### src/rtl/mips_pkg.sv
// Shared opcodes, constants and FSM state type for the MEM pipeline stage.
package mips_pkg;

    localparam logic [4:0] OP_LD    = 5'h0C;
    localparam logic [4:0] OP_ST    = 5'h0D;
    localparam logic [4:0] OP_NOP   = 5'h1F;
    localparam logic [7:0] ERR_DATA = 8'hFF;

    typedef enum logic [1:0] {
        StIdle,
        StBusy,
        StDone
    } mem_state_t;

    function automatic logic is_mem_op(input logic [4:0] op);
        return (op == OP_LD) || (op == OP_ST);
    endfunction

endpackage

### src/rtl/mem_stage_if.sv
// Data-RAM request/acknowledge port between the MEM stage (master) and the RAM (slave).
interface mem_stage_if #(
    parameter int unsigned DATA_W = 8
) ();

    logic              MEM_REQ;
    logic              MEM_WE;
    logic [DATA_W-1:0] MEM_ADDR;
    logic [DATA_W-1:0] MEM_WDATA;
    logic              MEM_ACK;
    logic [DATA_W-1:0] MEM_RDATA;

    modport master (
        output MEM_REQ,
        output MEM_WE,
        output MEM_ADDR,
        output MEM_WDATA,
        input  MEM_ACK,
        input  MEM_RDATA
    );

    modport slave (
        input  MEM_REQ,
        input  MEM_WE,
        input  MEM_ADDR,
        input  MEM_WDATA,
        output MEM_ACK,
        output MEM_RDATA
    );

endinterface

### src/rtl/mem_stage_timeout_ctr.sv
// Busy-cycle counter; hit flags the enabled cycle in which the count reaches Limit.
module mem_timeout_ctr #(
    parameter int unsigned Limit = 15,
    parameter int unsigned Width = 8
) (
    input  logic clk,
    input  logic rst_n,
    input  logic clr,
    input  logic en,
    output logic hit
);

    logic [Width-1:0] cnt_q, cnt_d;

    always_comb begin
        cnt_d = cnt_q;
        if (clr) begin
            cnt_d = '0;
        end else if (en) begin
            cnt_d = cnt_q + 1'b1;
        end
    end

    // cnt_q holds the number of completed busy cycles, so this cycle is number cnt_q + 1.
    assign hit = en && (cnt_q == Width'(Limit - 1));

    always_ff @(posedge clk or negedge rst_n) begin
        if (!rst_n) begin
            cnt_q <= '0;
        end else begin
            cnt_q <= cnt_d;
        end
    end

endmodule

### src/rtl/mem_stage.sv
// MEM pipeline stage: issues LD/ST on the data-RAM port, stalls upstream until ack or timeout.
module mem_stage
    import mips_pkg::*;
#(
    parameter int unsigned TIMEOUT = 15,
    parameter int unsigned DATA_W  = 8
) (
    input  logic              clk,
    input  logic              rst,
    input  logic [4:0]        EXMEM_OPCODE,
    input  logic [DATA_W-1:0] EXMEM_ALU_OUT,
    input  logic [DATA_W-1:0] EXMEM_R2_DATA,
    mem_stage_if.master       ram,
    output logic [4:0]        MEM_OPCODE,
    output logic [DATA_W-1:0] R_DATA,
    output logic              MEM_STALL,
    output logic              MEM_ERR
);

    mem_state_t        state_q, state_d;
    logic              req_q, req_d;
    logic              we_q, we_d;
    logic [DATA_W-1:0] addr_q, addr_d;
    logic [DATA_W-1:0] wdata_q, wdata_d;
    logic [DATA_W-1:0] rdata_q, rdata_d;
    logic              err_q, err_d;
    logic              ctr_clr, ctr_en, ctr_hit;
    logic              is_mem;

    assign is_mem = is_mem_op(EXMEM_OPCODE);

    mem_timeout_ctr #(
        .Limit (TIMEOUT),
        .Width (8)
    ) u_timeout_ctr (
        .clk   (clk),
        .rst_n (rst),
        .clr   (ctr_clr),
        .en    (ctr_en),
        .hit   (ctr_hit)
    );

    always_comb begin
        state_d = state_q;
        req_d   = req_q;
        we_d    = we_q;
        addr_d  = addr_q;
        wdata_d = wdata_q;
        rdata_d = rdata_q;
        err_d   = 1'b0;
        ctr_clr = 1'b0;
        ctr_en  = 1'b0;
        case (state_q)
            StIdle: begin
                if (is_mem) begin
                    state_d = StBusy;
                    req_d   = 1'b1;
                    we_d    = (EXMEM_OPCODE == OP_ST);
                    addr_d  = EXMEM_ALU_OUT;
                    wdata_d = EXMEM_R2_DATA;
                    ctr_clr = 1'b1;
                end
            end
            StBusy: begin
                ctr_en = 1'b1;
                // Ack takes priority over a simultaneous timeout.
                if (ram.MEM_ACK) begin
                    state_d = StDone;
                    req_d   = 1'b0;
                    if (!we_q) begin
                        rdata_d = ram.MEM_RDATA;
                    end
                end else if (ctr_hit) begin
                    state_d = StDone;
                    req_d   = 1'b0;
                    err_d   = 1'b1;
                    if (!we_q) begin
                        rdata_d = DATA_W'(ERR_DATA);
                    end
                end
            end
            StDone: begin
                state_d = StIdle;
            end
            default: begin
                state_d = StIdle;
                req_d   = 1'b0;
            end
        endcase
    end

    // Reset gates the combinational pipeline outputs so upstream sees NOP and no stall.
    always_comb begin
        MEM_STALL  = 1'b0;
        MEM_OPCODE = OP_NOP;
        if (rst) begin
            case (state_q)
                StIdle: begin
                    MEM_STALL  = is_mem;
                    MEM_OPCODE = is_mem ? OP_NOP : EXMEM_OPCODE;
                end
                StBusy: begin
                    MEM_STALL = 1'b1;
                end
                StDone: begin
                    MEM_OPCODE = EXMEM_OPCODE;
                end
                default: begin
                    MEM_OPCODE = OP_NOP;
                end
            endcase
        end
    end

    always_ff @(posedge clk or negedge rst) begin
        if (!rst) begin
            state_q <= StIdle;
            req_q   <= 1'b0;
            we_q    <= 1'b0;
            addr_q  <= '0;
            wdata_q <= '0;
            rdata_q <= '0;
            err_q   <= 1'b0;
        end else begin
            state_q <= state_d;
            req_q   <= req_d;
            we_q    <= we_d;
            addr_q  <= addr_d;
            wdata_q <= wdata_d;
            rdata_q <= rdata_d;
            err_q   <= err_d;
        end
    end

    assign ram.MEM_REQ   = req_q;
    assign ram.MEM_WE    = we_q;
    assign ram.MEM_ADDR  = addr_q;
    assign ram.MEM_WDATA = wdata_q;
    assign R_DATA        = rdata_q;
    assign MEM_ERR       = err_q;

endmodule
### src/flat_wrapper.sv
// flat-port wrapper written by rule: the top's interface ports become plain ports
module mem_stage_flat import mips_pkg::*;
#(
    parameter int unsigned TIMEOUT = 15,
    parameter int unsigned DATA_W  = 8
)
  (clk, rst, EXMEM_OPCODE, EXMEM_ALU_OUT, EXMEM_R2_DATA, MEM_OPCODE, R_DATA, MEM_STALL, MEM_ERR, ram_MEM_REQ, ram_MEM_WE, ram_MEM_ADDR, ram_MEM_WDATA, ram_MEM_ACK, ram_MEM_RDATA);
  mem_stage_if #(.DATA_W(DATA_W)) ram_i ();
  input  logic clk;
  input  logic rst;
  input  logic [4:0] EXMEM_OPCODE;
  input  logic [DATA_W-1:0] EXMEM_ALU_OUT;
  input  logic [DATA_W-1:0] EXMEM_R2_DATA;
  output logic [4:0] MEM_OPCODE;
  output logic [DATA_W-1:0] R_DATA;
  output logic MEM_STALL;
  output logic MEM_ERR;
  output wire logic [$bits(ram_i.MEM_REQ)-1:0] ram_MEM_REQ;
  output wire logic [$bits(ram_i.MEM_WE)-1:0] ram_MEM_WE;
  output wire logic [$bits(ram_i.MEM_ADDR)-1:0] ram_MEM_ADDR;
  output wire logic [$bits(ram_i.MEM_WDATA)-1:0] ram_MEM_WDATA;
  input wire logic [$bits(ram_i.MEM_ACK)-1:0] ram_MEM_ACK;
  input wire logic [$bits(ram_i.MEM_RDATA)-1:0] ram_MEM_RDATA;
  assign ram_MEM_REQ = ram_i.MEM_REQ;
  assign ram_MEM_WE = ram_i.MEM_WE;
  assign ram_MEM_ADDR = ram_i.MEM_ADDR;
  assign ram_MEM_WDATA = ram_i.MEM_WDATA;
  assign ram_i.MEM_ACK = ram_MEM_ACK;
  assign ram_i.MEM_RDATA = ram_MEM_RDATA;
  mem_stage #(.TIMEOUT(TIMEOUT), .DATA_W(DATA_W)) u_core (.clk(clk), .rst(rst), .EXMEM_OPCODE(EXMEM_OPCODE), .EXMEM_ALU_OUT(EXMEM_ALU_OUT), .EXMEM_R2_DATA(EXMEM_R2_DATA), .ram(ram_i), .MEM_OPCODE(MEM_OPCODE), .R_DATA(R_DATA), .MEM_STALL(MEM_STALL), .MEM_ERR(MEM_ERR));
endmodule
### config.mk
export PLATFORM = sky130hd
export DESIGN_NAME = mem_stage_flat
export DESIGN_NICKNAME = d
export VERILOG_FILES = /design/src/rtl/mips_pkg.sv /design/src/rtl/mem_stage_if.sv /design/src/rtl/mem_stage_timeout_ctr.sv /design/src/rtl/mem_stage.sv /design/src/flat_wrapper.sv
export SDC_FILE = /design/constraint.sdc
export NUM_CORES = 1
export LEC_CHECK = 0
export CAP_MARGIN = 20
export CORE_UTILIZATION = 39
export CTS_CLUSTER_DIAMETER = 100
export DETAILED_ROUTE_END_ITERATION = 8
export MAX_ROUTING_LAYER = met4
export PLACE_DENSITY = 0.84
export SLEW_MARGIN = 10
export SYNTH_ARGS = -nofsm -noshare
export SYNTH_HDL_FRONTEND = slang
export SYNTH_SLANG_ARGS = --single-unit
export TNS_END_PERCENT = 20
### constraint.sdc
create_clock -name clk -period 3.3 [get_ports clk]
set_input_delay 0.495 -clock clk [delete_from_list [all_inputs] [get_ports clk]]
set_output_delay 0.495 -clock clk [all_outputs]
set_load 0.02 [all_outputs]
==> results of run 1 <==
## synth_stat cells
cell	n	share of area [%]
a31oi_4	1	1.4
nand3_1	10	3.2
nor2b_1	1	0.40
buf_2	1	0.32
o22a_1	8	4.5
nand3b_1	1	0.48
o21ai_0	7	2.2
nand2_1	58	14
o211ai_1	1	0.48
o31ai_1	1	0.48
nand4_1	4	1.6
and4_1	1	0.56
clkbuf_1	4	0.96
or3_1	3	1.2
inv_1	3	0.72
ha_1	2	1.6
and4b_1	1	0.64
nor2_1	5	1.2
nor4b_4	1	1.5
or2_2	2	0.80
nand2b_1	2	0.80
dfrtp_1	37	59
nor3_4	1	1.0
a21oi_1	2	0.64
## worst max-delay path, cell delays in order
cell and delay (ns):
clkdlybuf4s50_1 0.42, nor2_1 0.16, and4_1 0.44, or3_1 0.18, clkdlybuf4s50_1 0.60
## worst min-delay path by stage
stage | end | slack, ns | cells past startpoint
3_3_place_gp | u_core.ram.MEM_ADDR[6]$_DFFE_PN0P_ | 0.31 | 1
4_1_cts | u_core.ram.MEM_WDATA[1]$_DFFE_PN0P_ | 0.48 | 2
3_5_place_dp | u_core.ram.MEM_ADDR[6]$_DFFE_PN0P_ | 0.30 | 1
5_1_grt | u_core.ram.MEM_WDATA[1]$_DFFE_PN0P_ | 0.50 | 2
2_1_floorplan | u_core.MEM_ERR$_DFF_PN0_ | 0.20 | 0
6_report | u_core.ram.MEM_WDATA[1]$_DFFE_PN0P_ | 0.47 | 2
## cells in the final DEF, fill, tap and decap left out, types with 3 or more instances in the layout
master	synthesis	final
nor2_1	5	5
nand4_1	4	4
o21ai_0	7	7
dfrtp_1	37	37
clkdlybuf4s50_1	0	63
inv_1	3	3
clkbuf_8	0	5
buf_4	0	3
or3_1	3	3
nand3_1	10	10
o22a_1	8	8
nand2_1	58	58
## power by group
group	switching (W)	total (W)	internal [W]
combinational	0.000214	0.000445	0.000232
sequential	0.0000751	0.000624	0.000549
clock	0.000169	0.000473	0.000304
total	0.000458	0.00154	0.00109
## flip-flops by register name, summed over array words and instances, names as in the netlist
signal	flops
u_core.ram.MEM_ADDR	8
u_core.ram.MEM_REQ	1
u_core.R_DATA	8
u_core.ram.MEM_WDATA	8
u_core.ram.MEM_WE	1
u_core.MEM_ERR	1
u_core.state_q	2
u_core.u_timeout_ctr.cnt_q	8
## area by class of cell
| class | instances | area (sq um) | share of cell area [%] |
|---|---|---|---|
| sequential | 37 | 926 | 38.5 |
| multi-input combinational | 112 | 604 | 25.1 |
| clock buffer | 5 | 68.8 | 2.86 |
| timing repair buffer | 68 | 668 | 27.8 |
| inverter | 3 | 11.3 | 0.468 |
| clock inverter | 3 | 68.8 | 2.86 |
| tap | 48 | 60.1 | 2.49 |
## stage by stage
step           hold WS (ns)  setup slack [ns]  instances  area (sq um)
6_report              0.473             0.507        276          2410
2_1_floorplan         0.199              1.30        157          1560
4_1_cts               0.480             0.496        276          2410
5_1_grt               0.501             0.430        276          2410
3_3_place_gp          0.308             0.585        267          2260
3_5_place_dp          0.304             0.519        267          2260
## kinds of logic after synthesis
kind of cell,count (synthesis),share of synthesized area [%]
buffers and inverters,8,2.00
adder cells (fa/ha/maj),2,1.60
AND/OR/NAND/NOR,90,27.4
flip-flops,37,59.3
AO/OA/AOI/OAI,20,9.70
## routing by layer
metal | wire, um | track usage [%] | part of all wire [%] | vias up
met3 | 192 | 5.21 | 5.1 | 6
li1 | - | - | - | 672
met5 | 0 | - | 0 | -
met1 | 1650 | 24.5 | 44 | 691
met2 | 1870 | 34.1 | 50 | 46
met4 | 48 | 7.07 | 1.3 | 0
## timing repair
action                    4_1_cts  5_1_grt
hold endpoints to repair        1        0
hold buffers                    1        0
resized for setup               0        0
buffers inserted                0        0
==> results.md, run 1 <==
* DR pass1 iterations at 4
* Initial antenna violation count at 0
* Total negative slack at 0 ns
* Layout area overhead at 54.2%
* Critical Path Start: EXMEM_OPCODE[4]
* Final Max Slew Viols at 0
* Fin Clk Skew at between 0.009 and 0.01 ns
* CP arrival at 2.30 ns
* Worst Setup EP: MEM_OPCODE[0]
* FF-to-FF setup slack at 1.58 ns
* First-pass GRT wire length at 6.49 mm
* Distinct cells, synth at 24
* Root Driver: clkbuf_8
* Core area at 3740 sq um
* Ant diodes at 0
* H-tree depth at 2
* CTS Buf Count at 5
* Port buffer count at 64
* DP HPWL at 2.68 mm
* Die ar. at 4260 sq um
* Synth Instances at 157
* VDD IR max at around 0.35 mV
* Placer Congestion at a little over 0.7
* Slew @ Worst Pin at 0.446 ns
* Syn_nets at 191
* FP Rows at 22
* Clk Latency, worst-skew pair at 0.30 ns
* Detail Route Antenna Nets at 0
* Hold Vio Cnt, Final at 0
* Reg2reg end: u_core.R_DATA[1]$_DFFE_PN0P_
* Critical path class: in -> out
* Final nets at 261
* Max-cap violations at 0
* Unrepaired setup endpoints after global routing: false
* Post-Syn Area per Cell at around 9.9 sq um
* P_leak at 1.07 nW
* Path depth of the worst reg2reg path at 6
* Setup crit start kind: input port
* Drt drc at 0
* Vias per Instance at between 5 and 6
* Rel. slew slack at 70.3%
* Syn. warnings at 0
* Number of synthesized register bits at 37
* Largest net degree at the start of global routing at 37
* Fraction of layout cells with a size suffix above 1 at 7.46%
* Synth Cell Area at between 1500 and 2000 sq um
* DR vias at 1,415
* Drt total wl at 3.76 mm
* All-Layer GR Usage at 20.6%
* Die X at 65.3 um
* Final setup viols at 0
* Max Fclk at 0.358 GHz
* Min-Delay Startpoint: u_core.ram.MEM_WDATA[1]$_DFFE_PN0P_
* Worst-path clk slew at 0.07 ns
* Io pins at 65
* Initial Utilization at a little over two fifths
* Height of the die at around 65 um
* Power per cell area at 641 nW/um^2
* Hold crit path type: reg -> reg
* 1st-iter DRT viols at 69
* Vias in the first global route at 1,483
* Critical path required time at 2.80 ns
* GRT Residual Overflow at 0
* Crit Path Max Fanout at 11
* Clk buf depth at 2
* DR WL/cell at approximately 14 um
* Fin crit period at 2.79 ns
* CTS Sinks at 37
* Crit end category: output pin
* Status: completed
* Fillers at about 310
* Total power at 0.00154 W
* CTS tree: yes
* R2r startpoint: u_core.u_timeout_ctr.cnt_q[0]$_DFFE_PN0P_
* Tcrit/Tclk final at 84.6%
* Seq/Total Area, Yosys at between 50% and 60%
* Final core area utilization at 64.3%
(Power assumes the default switching activity.)
==> run 2, diff against run 1 <==
==> constraint.sdc (replaced) <==
create_clock -name clk -period 2.6 [get_ports clk]
set_input_delay 0.39 -clock clk [delete_from_list [all_inputs] [get_ports clk]]
set_output_delay 0.39 -clock clk [all_outputs]
set_load 0.02 [all_outputs]
==> run 2 against run 1 <==
Effect of this change: clock skew fell by 0.0064 ns; non-clock buffer count rose by 1; cell count rose by 0.36%; via count fell by 2.3%; utilization fell by 1.2 points; worst setup slack got worse by 0.30 ns; register-to-register slack got worse by 0.69 ns; first-iteration DRC count fell by 26%; total power rose by 12%; critical path type unchanged; critical endpoint unchanged; largest power group unchanged.
==> results.md, run 2 (same netlist as run 1, synthesis figures left out) <==
* Critical path required time at 2.21 ns (-0.59 ns)
* Initial antenna violation count at 0 (unchanged)
* DP HPWL at 2.60 mm (-3.0%)
* Max-cap violations at 0 (unchanged)
* Placer Congestion at 0.738 (+2.4%)
* Hold buffer count at CTS at 1 (unchanged)
* Fin crit period at 2.39 ns
* Hold Vio Cnt, Final at 0 (unchanged)
* Clk Latency, worst-skew pair at 0.28 ns (-0.02 ns)
* CTS Buf Count at 5 (unchanged)
* Vias per Instance at 4.99 (-2.7%)
* Io pins at 65 (unchanged)
* Total negative slack at 0 ns (unchanged)
* DR pass1 iterations at 5 (+1)
* Crit end category: output pin
* GRT Residual Overflow at 0 (unchanged)
* DP Cell Count at 268 (+0.37%)
* CTS tree: yes
* Die X at 65.3 um (unchanged)
* Commonest cells after routing, fill and taps aside: 63 x clkdlybuf4s50_1, 58 x nand2_1, 37 x dfrtp_1
* Non-filler instance count after layout at 277 (+0.36%)
* Hold crit path type: in -> async
* Final setup viols at 0 (unchanged)
* First-pass GRT wire length at 6.24 mm (-3.8%)
* H-tree depth at 2 (unchanged)
* FP Rows at 22 (unchanged)
* DR vias at 1,382 (-2.3%)
* Unrepaired setup endpoints after global routing: false
* Final Max Slew Viols at 0 (unchanged)
* Setup crit start kind: input port
* Crit Path Max Fanout at 5 (-6)
* Worst-path clk slew at 0.07 ns (about the same)
* Tcrit/Tclk final at about nine tenths
* Status: completed
* Initial Utilization at 41.7% (unchanged)
* Critical path class: in -> out
* Vias in the first global route at 1,391 (-6.2%)
* CTS Sinks at 37 (unchanged)
* Slew @ Worst Pin at 0.496 ns (+0.0508 ns)
* Drt drc at 0 (unchanged)
* Power per cell area at 734 nW/um^2 (+14%)
* Core area at 3740 sq um (unchanged)
* CP max stage delay at 0.55 ns (-0.05 ns)
* All-Layer GR Usage at 20.0% (-0.59 points)
* Buf+Inv Stages, Crit Path at 2 (unchanged)
* Height of the die at 65.3 um (unchanged)
* Clk buf depth at 2 (unchanged)
* Slack of the critical path at 0.211 ns (-0.295 ns)
* Root Driver: clkbuf_8
* Fin Clk Skew at 0.00283 ns (-0.00640 ns)
* Die ar. at 4260 sq um (unchanged)
* Largest net degree at the start of global routing at 27 (-27%)
* Detail Route Antenna Nets at 0 (unchanged)
* Design Area, Final at 2360 sq um (-1.8%)
* Top Family by Delay on Critical Path: buffers and inverters
* DR WL/cell at 12.9 um (-5.1%)
* P_leak at 1.05 nW (-1.9%)
* Slowest-stage cell, CP: clkdlybuf4s50_1
* Worst slack at placement at 0.199 ns (-0.320 ns)
* # resized after CTS at 0 (unchanged)
* Drt total wl at 3.58 mm (-4.8%)
* 1st-iter DRT viols at 51 (-26%)
* Most frequent CP cell: clkdlybuf4s50_1
* Layout area overhead at 51.4%
* Max Fclk at 0.419 GHz
* Final nets at 262 (+0.38%)
* Port buffer count at 64 (unchanged)
* Post-CTS Setup Bufs at 0 (unchanged)
* CP arrival at 2.00 ns (-0.30 ns)
* Ant diodes at 0 (unchanged)
* WHS at 0.0499 ns (-0.423 ns)
* CP cell instances: clkdlybuf4s50_1, nor2_1, and4_1, or3_1, clkdlybuf4s50_1
* Fraction of layout cells with a size suffix above 1 at 7.86% (+0.40 points)
* VDD IR max at 0.463 mV (+32%)
* Most common cell after layout, fill and taps aside: clkdlybuf4s50_1
* Rel. slew slack at 66.8% (-3.5 points)
* Post-DP Area at 2270 sq um (+0.33%)
* Fillers at 316 (+2.9%)
-- run 2: cell count changes in the layout (fill, tap and decap cells not counted), sizes merged --
| cell | change |
|---|---|
| bufinv | -2 |
| clkinvlp | +1 |
| buf | +1 |
| inv | -1 |
| clkinv | +2 |
-- run 2: final cells by class --
| type | count | area [sq um] | area share (%) |
|---|---|---|---|
| clock inverter | 3 | 17.5 | 0.741 |
| multi-input combinational | 112 | 604 | 25.6 |
| tap | 48 | 60.1 | 2.54 |
| inverter | 3 | 11.3 | 0.476 |
| clock buffer | 5 | 68.8 | 2.91 |
| sequential | 37 | 926 | 39.2 |
| timing repair buffer | 69 | 676 | 28.6 |
-- run 2: power breakdown --
group          internal, W  switching (W)
sequential        0.000698      0.0000929
combinational     0.000294       0.000269
clock             0.000185       0.000196
-- run 2: per-stage QoR --
stage,total power [W],utilization [%]
6_report,0.00173,63.1
5_1_grt,0.00185,63.1
4_1_cts,0.00176,63.1
3_5_place_dp,0.00137,60.6
3_3_place_gp,0.00135,60.6
2_1_floorplan,0.00105,-
-- run 2: final timing paths --
check | from | depth (start not counted) | slack [ns] | to
worst max-delay path | EXMEM_OPCODE[4] | 5 | 0.21 | MEM_OPCODE[0]
worst min-delay path | rst | 2 | 0.05 | u_core.ram.MEM_REQ$_DFFE_PN0P_
worst max register to register | u_core.u_timeout_ctr.cnt_q[0]$_DFFE_PN0P_ | 6 | 0.89 | u_core.R_DATA[5]$_DFFE_PN0P_
worst min register to register | u_core.ram.MEM_ADDR[7]$_DFFE_PN0P_ | 2 | 0.48 | u_core.ram.MEM_ADDR[7]$_DFFE_PN0P_
max in group asynchronous | rst | 2 | 1.62 | u_core.ram.MEM_WDATA[5]$_DFFE_PN0P_
min in group clk | u_core.ram.MEM_ADDR[7]$_DFFE_PN0P_ | 2 | 0.48 | u_core.ram.MEM_ADDR[7]$_DFFE_PN0P_
-- run 2: per-layer routing --
layer / wire length (um) / global-route usage, % / share of wire (%) / up-vias
li1: - / - / - / 672
met1: 1630 / 25.1 / 46 / 657
met2: 1720 / 30.2 / 48 / 51
met3: 215 / 7.64 / 6.0 / 2
met4: 13 / 5.98 / 0.36 / 0
met5: 0 / - / 0 / -
==> edit 1, RTL diff (settings of run 2) <==
`TIMEOUT` is set to 15 in 2 places; all go to 8.
--- a/src/rtl/mem_stage.sv
+++ b/src/rtl/mem_stage.sv
@@ -3,5 +3,5 @@
     import mips_pkg::*;
 #(
-    parameter int unsigned TIMEOUT = 15,
+    parameter int unsigned TIMEOUT = 8,
     parameter int unsigned DATA_W  = 8
 ) (
--- a/src/flat_wrapper.sv
+++ b/src/flat_wrapper.sv
@@ -2,5 +2,5 @@
 module mem_stage_flat import mips_pkg::*;
 #(
-    parameter int unsigned TIMEOUT = 15,
+    parameter int unsigned TIMEOUT = 8,
     parameter int unsigned DATA_W  = 8
 )
Check against the original RTL: not equivalent (Yosys sat finds a counterexample within 10 cycles, from zero or initial values and one cycle with rst low).
==> edit 1 against run 2 <==
- area after synthesis fell by 3.2%
- design area fell by 1.5%
- sequential cell count did not move
- largest power group unchanged
- setup slack got worse by 26 ps
- wire length fell by 5.8%
- power rose by 8.9%
- count of clock-buffer cells in the layout rose by 2
==> edit 1: results (changes against run 2) <==
- The total instance count after detailed placement came to 228 (was 268).
* Sequential element share of the synthesized area: 61.3% (was 59.3%)
- The heaviest power group is sequential cells (unchanged).
- The mean area per synthesized cell is 13.0 um2 (was 9.95 um2).
* Sequential cell fraction of total power: 43.6% (was 45.6%)
- Post-detailed-route wirelength per cell: 14.2 um (was 12.9 um)
* Number of buffers inserted during clock tree synthesis: 5 (unchanged)
* Total length of routed met2 wires: 1.59 mm (was 1.72 mm)
* Drt first pass iters: 4 (was 5)
- The post-layout net count was 221 (was 262).
- Final Skew: 5.70 ps (was 2.83 ps)
* DPL Wire Length: 2.54 mm (was 2.60 mm)
- The initial antenna violation count came to 0 (unchanged).
- Filler instances: 287 (was 316)
- Yosys cell types: 28 (was 24)
* Share of post-route cells with drive strength above 1: 7.94% (was 7.86%)
- The compound-gate portion of the synthesized area was 9.77% (was 9.70%).
- Status: finished clean (unchanged)
* Switching fraction of total power: 30.5% (was 32.2%)
- The capture point of the worst reg-to-reg path is u_core.R_DATA[2] (was u_core.R_DATA[5]).
- Routability-driven placement congestion ratio: 0.761 (was 0.738)
- The met1 capacity usage during global routing was 21.2% (was 25.1%).
* Overall routing resource usage: 18.5% (was 20.0%)
- Mux contribution to synthesized area: 13.3% (was 0%)
* Endpoint arrival time on the critical path: 2020 ps (was 2000 ps)
- The synthesized net count is 149 (was 191).
- The global routing met3 resource utilization is 6.61% (was 7.64%).
* Capturing element of the worst setup path: MEM_OPCODE[1] (was MEM_OPCODE[0])
- Adder-cell share of the synthesized area: 0.828% (was 1.60%)
- The path type of the worst min-delay path is in2async (unchanged).
- Global-route wire length before repair: 5.57 mm (was 6.24 mm)
- Ranking of synthesized cells by area: sky130_fd_sc_hd__dfrtp_1 61%, sky130_fd_sc_hd__mux2_1 13%, sky130_fd_sc_hd__o22a_1 4.6% (was sky130_fd_sc_hd__dfrtp_1 59%, sky130_fd_sc_hd__nand2_1 14%, sky130_fd_sc_hd__o22a_1 4.5%)
- Most common library cells after synthesis: 37 x sky130_fd_sc_hd__dfrtp_1, 17 x sky130_fd_sc_hd__mux2_1, 8 x sky130_fd_sc_hd__o22a_1 (was 58 x sky130_fd_sc_hd__nand2_1, 37 x sky130_fd_sc_hd__dfrtp_1, 10 x sky130_fd_sc_hd__nand3_1).
* Beginning of the critical path: EXMEM_OPCODE[1] (was EXMEM_OPCODE[4])
* R2R setup slack: 1010 ps (was 890 ps)
* Clk network pwr share: 22.5% (was 22.0%)
* Vias in the first global route: 1,245 (was 1,391)
- The initial detailed-routing violation count is 34 (was 51).
- Routed length on met1: 1.46 mm (was 1.63 mm)
* Clock root buffer: sky130_fd_sc_hd__clkbuf_8 (unchanged)
- The maximum number of pins on one net before global-route repair is 26 (was 27).
- The met3 wire length was 272 um (was 215 um).
* Leak Pwr: 1.01 nW (was 1.05 nW)
- The met2 demand-to-capacity share in global routing was 29.7% (was 30.2%).
- Routed wire length: 3.37 mm (was 3.58 mm)
- Critical path fanouts, max: 6 (was 5)
* Worst-case vdd ir drop: 541 uV (was 463 uV)
* Vias/cell: 5.05 (was 4.99)
* Tightest Pin Transition: 562 ps (was 496 ps)
==> edit 1: cell types whose count changed in the layout (fill, tap and decap cells not counted), moves of 2 or more <==
cell                       before  now
sky130_fd_sc_hd__nand3_1       10    4
sky130_fd_sc_hd__a21oi_1        2    0
sky130_fd_sc_hd__nand2_1       58    7
sky130_fd_sc_hd__o21ai_1        0    2
sky130_fd_sc_hd__mux2_1         0   17
sky130_fd_sc_hd__clkbuf_8       5    7
sky130_fd_sc_hd__or3b_1         0    3
sky130_fd_sc_hd__inv_1          3    1
sky130_fd_sc_hd__or3_1          3    0
sky130_fd_sc_hd__o21ai_0        7    4
==> edit 1: layout make-up <==
type	instances	area share, %
sequential	37	39.8
clock buffer	7	4.14
clock inverter	1	0.215
timing repair buffer	68	28.8
multi-input combinational	75	24.3
inverter	1	0.161
tap	48	2.58
==> edit 1: cell families after synthesis <==
logic type | after synthesis
AO/OA/AOI/OAI | 20
flip-flops | 37
AND/OR/NAND/NOR | 36
buffers and inverters | 4
multiplexers | 18
adder cells (fa/ha/maj) | 1
==> edit 1: metrics by stage <==
stage | setup WS (ps) | instance area (um2) | hold slack [ps] | power [W] | util (%)
floorplan | 726 | 1510 | 94.4 | 0.00112 | -
global placement | 161 | 2210 | 297 | 0.00145 | 60.0
detailed placement | 67.7 | 2210 | 302 | 0.00148 | 60.0
CTS | 57.1 | 2330 | 155 | 0.00191 | 63.1
global route | 128 | 2330 | 172 | 0.00200 | 63.1
finish | 185 | 2330 | 161 | 0.00189 | 63.1
==> edit 1: repair_timing <==
item / in CTS / in global routing
setup endpoints to repair: 0 / 1
buffers inserted: 0 / 0
endpoints found under the hold margin: 12 / 0
hold buffers: 1 / 0
resized for setup: 0 / 1
==> edit 2, RTL diff (settings of run 2) <==
Without the edit above. Remove the register `err_q`: a continuous assignment takes its place, so the output `MEM_ERR` follows one clock earlier.
--- a/src/rtl/mem_stage.sv
+++ b/src/rtl/mem_stage.sv
@@ -121,5 +121,4 @@
             wdata_q <= '0;
             rdata_q <= '0;
-            err_q   <= 1'b0;
         end else begin
             state_q <= state_d;
@@ -129,7 +128,8 @@
             wdata_q <= wdata_d;
             rdata_q <= rdata_d;
-            err_q   <= err_d;
         end
     end
+
+    assign err_q = err_d;
 
     assign ram.MEM_REQ   = req_q;
Check against the original RTL: no difference found for any inputs over 10 cycles, from zero or initial values and one cycle with rst low; that may be too few to reach the edited logic, so the function may still have changed.
==> edit 2 against run 2 <==
- power is 1.4% higher
- combinational power rose by 2%
- via count down 2.9%
- wire length is 8.0% higher
- sequential cell count decreased by 1
- setup slack worse by 110 ps
- largest power group unchanged
- area after synthesis is 10% higher
- design area increased by 5.5%
==> edit 2: results (changes against run 2) <==
- Post-route total power: 0.00176 W (was 0.00173 W)
- Worst Hold Margin: 166 ps (was 49.9 ps)
- The combinational share of power came to 32.8% (was 32.5%).
- Adder-cell share of the synthesized area: 1.46% (was 1.60%)
- The number of detailed-routing iterations run before antenna repair is 4 (was 5).
- The final-layout fill cell count came to 340 (was 316).
- The worst reg-to-reg path cell count is 5 (was 6).
- Peak per-stage delay on the critical path: 600 ps (was 550 ps)
- The largest voltage drop on the vdd net is 396 uV (was 463 uV).
* Synthesized netlist cell count: 141 (was 157)
* Capturing point of the worst reg2reg path: u_core.state_q[0] (was u_core.R_DATA[5])
- Final Instance Area: 0.00249 mm2 (was 0.00236 mm2)
- R2R setup slack: 860 ps (was 890 ps)
- The total vias in the final route was 1,342 (was 1,382).
- Largest net degree at the start of global routing: 37 (was 27)
* Routability-driven placement congestion ratio: 0.789 (was 0.738)
* DPL Wire Length: 2.76 mm (was 2.60 mm)
- The smallest setup slack after layout is 104 ps (was 211 ps).
* Mux contribution to synthesized area: 15.5% (was 0%)
* Most common library cells after synthesis: 36 x sky130_fd_sc_hd__dfrtp_1, 12 x sky130_fd_sc_hd__mux2_4, 10 x sky130_fd_sc_hd__a21oi_1, 10 x sky130_fd_sc_hd__nor2_1, 9 x sky130_fd_sc_hd__o22ai_1 (was 58 x sky130_fd_sc_hd__nand2_1, 37 x sky130_fd_sc_hd__dfrtp_1, 10 x sky130_fd_sc_hd__nand3_1)
- Cell Count, Final, Fillers Out: 262 (was 277)
- Post-Place Setup Slack: 90.7 ps (was 199 ps)
* Beginning of the critical path: EXMEM_OPCODE[1] (was EXMEM_OPCODE[4])
- The maximum fanout along the worst path was 8 (was 5).
- Placed Cells incl. Taps: 254 (was 268)
- The internal power of the cells was 0.00121 W (was 0.00118 W).
* Status: finished clean (unchanged)
- Final Skew: 4.42 ps (was 2.83 ps)
* Ranking of synthesized cells by area: sky130_fd_sc_hd__dfrtp_1 52%, sky130_fd_sc_hd__mux2_4 10%, sky130_fd_sc_hd__mux2_2 3.3% (was sky130_fd_sc_hd__dfrtp_1 59%, sky130_fd_sc_hd__nand2_1 14%, sky130_fd_sc_hd__o22a_1 4.5%)
- Library cell contributing the largest single delay on the critical path: sky130_fd_sc_hd__clkdlybuf4s50_1 (unchanged)
- Vias in the first global route: 1,174 (was 1,391)
- The overall global routing resource usage was 18.1% (was 20.0%).
- The initial detailed-routing violation count was 49 (was 51).
- Post-detailed-route wirelength per cell: 14.8 um (was 12.9 um)
- Leak Pwr: 1.04 nW (was 1.05 nW)
- Clk network pwr share: 23.8% (was 22.0%)
* Area fraction in compound gates after synthesis: 11.6% (was 9.70%)
- Tightest Pin Transition: 521 ps (was 496 ps)
- Sequential element share of the synthesized area: 52.4% (was 59.3%)
[edit 2: cell types whose count changed after synthesis, moves of 8 or more]
| cell | change |
|---|---|
| sky130_fd_sc_hd__o22a_1 | -8 |
| sky130_fd_sc_hd__a21oi_1 | +8 |
| sky130_fd_sc_hd__o22ai_1 | +9 |
| sky130_fd_sc_hd__nand2_1 | -53 |
| sky130_fd_sc_hd__mux2_4 | +12 |
| sky130_fd_sc_hd__nand3_1 | -8 |
[edit 2: how the worst min path moves through the flow]
stage                                              from                       endpoint
after detailed placement  u_core.u_timeout_ctr.cnt_q[7]  u_core.u_timeout_ctr.cnt_q[7]
after global routing                                rst         u_core.ram.MEM_ADDR[1]
final                                               rst         u_core.ram.MEM_ADDR[1]
after global placement    u_core.u_timeout_ctr.cnt_q[7]  u_core.u_timeout_ctr.cnt_q[7]
after CTS                                           rst         u_core.ram.MEM_ADDR[1]
after floorplan                                     rst               u_core.R_DATA[0]
[edit 2: area by class of cell]
cell class | count | area share, %
Clock buffer | 7 | 3.46
Tap cell | 50 | 2.51
Inverter | 6 | 0.904
Multi-Input combinational cell | 91 | 29.1
Clock inverter | 1 | 0.301
Sequential cell | 36 | 36.1
Timing Repair Buffer | 71 | 27.6
[edit 2: timing repair]
item / CTS / global route
endpoints found under the setup margin: 0 / 4
gates resized for setup: 0 / 1
hold buffers: 0 / 0
setup buffers: 0 / 0
hold endpoints to repair: 0 / 0
[edit 2: layer usage]
| layer | wire length, um | GRT usage (%) | up-vias |
|---|---|---|---|
| li1 | - | - | 645 |
| met1 | 1700 | 23.7 | 645 |
| met2 | 1870 | 25.9 | 41 |
| met3 | 213 | 5.67 | 11 |
| met4 | 86 | 7.03 | 0 |
| met5 | 0 | - | - |
